<file path="config.mk">
export PLATFORM = sky130hd
export DESIGN_NAME = pipeline_ctrl
export DESIGN_NICKNAME = d
export VERILOG_FILES = /design/src/rtl/pipeline_ctrl_pkg.sv /design/src/rtl/pipeline_ctrl_sat_counter.sv /design/src/rtl/pipeline_ctrl.sv
export SDC_FILE = /design/constraint.sdc
export NUM_CORES = 1
export LEC_CHECK = 0
export CAP_MARGIN = 25
export CORE_UTILIZATION = 30
export DETAILED_ROUTE_END_ITERATION = 16
export PLACE_DENSITY = 0.54
export SLEW_MARGIN = 30
export SYNTH_ARGS = -nofsm -noshare
export SYNTH_HDL_FRONTEND = slang
export SYNTH_SLANG_ARGS = --single-unit
export TNS_END_PERCENT = 50
</file>
<file path="constraint.sdc">
create_clock -name clk -period 3.7 [get_ports clk]
set_input_delay 0.74 -clock clk [delete_from_list [all_inputs] [get_ports clk]]
set_output_delay 0.74 -clock clk [all_outputs]
set_load 0.1 [all_outputs]
</file>
<file path="src/rtl/pipeline_ctrl_pkg.sv">
// Shared definitions for the pipeline stall/flush controller: controller
// state encoding and the stall/bubble bit index of each pipeline register.
package pipeline_ctrl_pkg;

    typedef enum logic [1:0] {
        ST_RUN   = 2'd0,
        ST_WAIT  = 2'd1,
        ST_FLUSH = 2'd2
    } pc_state_e;

    // Bit positions inside the stall/bubble vectors.
    localparam int IDX_PC    = 0;
    localparam int IDX_IFID  = 1;
    localparam int IDX_IDEX  = 2;
    localparam int IDX_EXMEM = 3;
    localparam int IDX_MEMWB = 4;
    localparam int NUM_REGS  = 5;

endpackage

</file>
<file path="src/rtl/pipeline_ctrl_sat_counter.sv">
// Saturating up-counter with synchronous clear; clear beats increment.
module sat_counter #(
    parameter int WIDTH = 32
) (
    input  logic             clk,
    input  logic             rst,
    input  logic             clr_i,
    input  logic             inc_i,
    output logic [WIDTH-1:0] count_o
);

    logic [WIDTH-1:0] count_q;

    // Clear, or count up and stick at all-ones.
    always_ff @(posedge clk or posedge rst) begin
        if (rst) begin
            count_q <= '0;
        end else if (clr_i) begin
            count_q <= '0;
        end else if (inc_i && (count_q != {WIDTH{1'b1}})) begin
            count_q <= count_q + {{(WIDTH-1){1'b0}}, 1'b1};
        end
    end

    assign count_o = count_q;

endmodule

</file>
<file path="src/rtl/pipeline_ctrl.sv">
// Central stall/flush controller for the five-stage pipeline. Stall requests
// are resolved combinationally (oldest stage wins); exceptions are held until
// the MEM stage is free and then turned into a one-cycle registered flush.
module pipeline_ctrl
    import pipeline_ctrl_pkg::*;
#(
    parameter int CNT_WIDTH  = 32,
    parameter int ADDR_WIDTH = 32
) (
    input  logic                  clk,
    input  logic                  rst,
    input  logic                  req_if,
    input  logic                  req_id,
    input  logic                  req_ex,
    input  logic                  req_mem,
    input  logic                  exc_valid,
    input  logic [ADDR_WIDTH-1:0] exc_pc,
    input  logic                  cnt_clr,
    output logic [NUM_REGS-1:0]   stall,
    output logic [NUM_REGS-1:0]   bubble,
    output logic                  flush,
    output logic [ADDR_WIDTH-1:0] flush_pc,
    output logic [CNT_WIDTH-1:0]  stall_cycles,
    output logic [1:0]            dbg_state
);

    pc_state_e             state_q;
    logic [ADDR_WIDTH-1:0] exc_pc_q;
    logic                  flush_q;
    logic [ADDR_WIDTH-1:0] flush_pc_q;

    // Stall resolver: MEM-level hold also covers a fresh or pending exception.
    always_comb begin
        stall  = '0;
        bubble = '0;
        if (!rst && (state_q != ST_FLUSH)) begin
            if (req_mem || exc_valid || (state_q == ST_WAIT)) begin
                stall[IDX_PC]     = 1'b1;
                stall[IDX_IFID]   = 1'b1;
                stall[IDX_IDEX]   = 1'b1;
                stall[IDX_EXMEM]  = 1'b1;
                bubble[IDX_MEMWB] = 1'b1;
            end else if (req_ex) begin
                stall[IDX_PC]     = 1'b1;
                stall[IDX_IFID]   = 1'b1;
                stall[IDX_IDEX]   = 1'b1;
                bubble[IDX_EXMEM] = 1'b1;
            end else if (req_id) begin
                stall[IDX_PC]     = 1'b1;
                stall[IDX_IFID]   = 1'b1;
                bubble[IDX_IDEX]  = 1'b1;
            end else if (req_if) begin
                stall[IDX_PC]     = 1'b1;
                bubble[IDX_IFID]  = 1'b1;
            end
        end
    end

    // Exception sequencer: capture in RUN, wait out MEM stall, flush one cycle.
    always_ff @(posedge clk or posedge rst) begin
        if (rst) begin
            state_q    <= ST_RUN;
            exc_pc_q   <= '0;
            flush_q    <= 1'b0;
            flush_pc_q <= '0;
        end else begin
            flush_q <= 1'b0;
            case (state_q)
                ST_RUN: begin
                    if (exc_valid) begin
                        exc_pc_q <= exc_pc;
                        if (!req_mem) begin
                            state_q    <= ST_FLUSH;
                            flush_q    <= 1'b1;
                            flush_pc_q <= exc_pc;
                        end else begin
                            state_q <= ST_WAIT;
                        end
                    end
                end
                ST_WAIT: begin
                    if (!req_mem) begin
                        state_q    <= ST_FLUSH;
                        flush_q    <= 1'b1;
                        flush_pc_q <= exc_pc_q;
                    end
                end
                ST_FLUSH: begin
                    state_q <= ST_RUN;
                end
                default: begin
                    state_q <= ST_RUN;
                end
            endcase
        end
    end

    sat_counter #(
        .WIDTH(CNT_WIDTH)
    ) u_stall_cnt (
        .clk    (clk),
        .rst    (rst),
        .clr_i  (cnt_clr),
        .inc_i  (stall[IDX_PC]),
        .count_o(stall_cycles)
    );

    assign flush     = flush_q;
    assign flush_pc  = flush_pc_q;
    assign dbg_state = state_q;

endmodule

</file>
==> results.yml <==
timing:
  setup_viol: 0
  period_minus_slack_ns: 3.08
  slew_viol_final: 0
  hold_violations: 0
  slew_headroom_pct: 32.7
  fin_crit_sh_pct: 83.1
  skew_ns: 0.00490
  rsz0062_at_grt: "false"
  layout_setup_ws_ns: 0.624
  whs_ns: 0.489
  worst_pin_slew_ns: 1.01
  max_freq_mhz: 325
clock_tree:
  cts.path.max_buffers: 2
  cts_tree: "yes"
  htree_levels: 3
  cts_hold_buf: 0
  cts_buffers: 9
  cts.sinks: 99
  clk-insertion-delay-late_ns: 0.35
  cts-resized-gates: 0
  clkSlewWorstSetupHoldPaths_ns: 0.07
  root_buffer: "clkbuf_16"
  cts_setup_buffers: 0
setup_path:
  critPathLaunch: "req_mem"
  critPathKind: "in2out"
  required_ns: 2.96
  cp.arrival_ns: 2.34
  reg2reg_slack_ns: 1.20
  reg2reg_depth: 6
  timing.rr.end: "u_stall_cnt.count_o[28]$_DFFE_PP0P_"
  crit_fanout: 4
  critPathCaptureType: "output pin"
  r2r-start: "u_stall_cnt.count_o[2]$_DFFE_PP0P_"
  setup.worst_path.end: "bubble[1]"
  cp-start-kind: "input pin"
logic_synthesis:
  synth.top_cell.area_share_pct: 51.5
  synth.avg_cell_area_um2: 10.1
  netlist_area_mm2: 0.00481
  synth-seq-cells: 99
  synth.distinct_cells: 37
  postSynthCellCount: 475
  yosys.area.top_type: "dfrtp_1"
  synthTopCellsByArea: "dfrtp_1, mux2_2, o221ai_1"
  synthArstFlopShare_pct: 100
  yosysSeqAreaShare_pct: 51.5
  synth-edff-count: 0
  synth_warnings: 0
  ys.flop_type: "dfrtp_1"
pwr:
  p_comb_share_pct: 33.3
  p_leak_nw: 2.58
  power_frac_clock_pct: 30.1
  p_int_w: 0.00225
  p_switching_w: 0.00136
  ir_drop_v: 0.000305
  power_density_mw_per_mm2: 548
  swShare_pct: 37.7
  seq_power_share_pct: 36.6
grt:
  grt_util_all_layers_pct: 15.6
  grt.overflow.total: 0
  antenna_found_initial: 0
  grt_pass1_wl_mm: 19.7
  grt_pass1_vias: 3668
  grt_start_max_net_pins: 51
floorplanning:
  fp.dieW_um: 129
  start_util_pct: 31.2
  die_h_um: 129
  core_area_mm2: 0.0154
  ios: 117
  die_area_mm2: 0.0166
  placementRows: 45
detailed_routing:
  via_per_inst: 4.83
  routed_wl_mm: 12.3
  highest_layer: "met4"
  num_vias: 3834
  wl_met1_mm: 5.57
  wl_met3_um: 548
  drt_pass1_iterations: 4
  routed-wl-met2_mm: 6.05
  ant_nets: 0
  drc: 0
  first_iter_violations: 165
  routedWlPerCell_um: 15.5
final_layout:
  final_common_cell: "clkdlybuf4s50_1"
  final_cells: 793
  drive_gt1_share_pct: 13.7
  layout_common_cells: "clkdlybuf4s50_1, dfrtp_1, nand2_1"
  utilization_pct: 42.6
  multi_input_area_mm2: 0.00206
  regArea_mm2: 0.00248
  nNetsFinal: 618
  areaGrowthSynthToFinish_pct: 36.6
  fillers: 1501
  diodes: 0
placement:
  gp_congestion: 0.808
  hpwl_mm: 8.43
  io_buffers: 114
  placed_cells: 777
  post-place-ws_ns: 0.609
job:
  maxCapViolations: 0
min_path:
  hp-class: "reg2reg"
outcome:
  status: "finished clean"
worst max-delay path, cell delays in order:
cell and delay [ns]:
clkdlybuf4s50_1 0.51, nor2_1 0.30, nand2_1 0.16, nor3_1 0.21, and3_1 0.24, buf_12 0.18
cell type report:
type	count	area share, %
clock buffers	12	3.75
well taps	211	4.02
multi-input cells	304	31.3
flip-flops and latches	99	37.7
repair buffers	123	19.4
inverters	40	2.32
clock inverters	4	1.48
state kept, by name (all words and copies together) (netlist names):
signal	cells
exc_pc_q	32
u_stall_cnt.count_o	32
flush	1
flush_pc	32
dbg_state	2
synthesized netlist by cell type (3+ instances only):
cell type / number
a21oi_1: 4
buf_4: 5
clkbuf_1: 25
dfrtp_1: 99
inv_1: 40
mux2_2: 33
nand2_1: 50
nand3_1: 9
nand4_1: 11
nor2_1: 46
nor2b_1: 3
nor3_1: 20
nor4_1: 9
nor4b_1: 4
o21a_1: 31
o221ai_1: 31
xnor2_1: 27
worst min path at each step:
stage	startpoint	endpoint	slack, ns	depth (start not counted)
after global routing	flush_pc[10]$_DFFE_PP0P_	flush_pc[10]$_DFFE_PP0P_	0.50	1
final	flush_pc[30]$_DFFE_PP0P_	flush_pc[30]$_DFFE_PP0P_	0.49	1
after global placement	flush_pc[28]$_DFFE_PP0P_	flush_pc[28]$_DFFE_PP0P_	0.47	1
after detailed placement	flush_pc[30]$_DFFE_PP0P_	flush_pc[30]$_DFFE_PP0P_	0.48	1
after CTS	flush_pc[30]$_DFFE_PP0P_	flush_pc[30]$_DFFE_PP0P_	0.50	1
after floorplan	exc_pc_q[24]$_DFFE_PP0P_	exc_pc_q[24]$_DFFE_PP0P_	0.48	1
routing by layer:
layer	vias up	global-route usage [%]
li1	1844	-
met2	74	25.8
met4	0	3.94
met5	-	0
met3	7	4.70
met1	1909	19.9
through the flow:
step                area, um2  TNS [ns]  power, W
floorplan                4820     -1.18   0.00223
global placement         6230         0   0.00254
detailed placement       6230         0   0.00255
CTS                      6580         0   0.00366
global route             6580         0   0.00375
finish                   6580         0   0.00361
power groups by stage:
stage | Combinational [W] | Sequential [W] | Clock, W
2_1_floorplan | 0.000306 | 0.00192 | 0
3_3_place_gp | 0.00120 | 0.00134 | 0
3_5_place_dp | 0.00121 | 0.00134 | 0
4_1_cts | 0.00121 | 0.00132 | 0.00113
5_1_grt | 0.00125 | 0.00134 | 0.00116
6_report | 0.00120 | 0.00132 | 0.00109
kinds of logic after synthesis:
logic type,count (synthesis),share of synthesized area [%]
AO/OA/AOI/OAI,71,11.5
XOR/XNOR,27,4.91
adder cells (fa/ha/maj),1,0.260
buffers and inverters,73,6.29
flip-flops,99,51.5
multiplexers,34,7.96
other,1,0.0779
AND/OR/NAND/NOR,169,17.5
(Power assumes the default switching activity.)
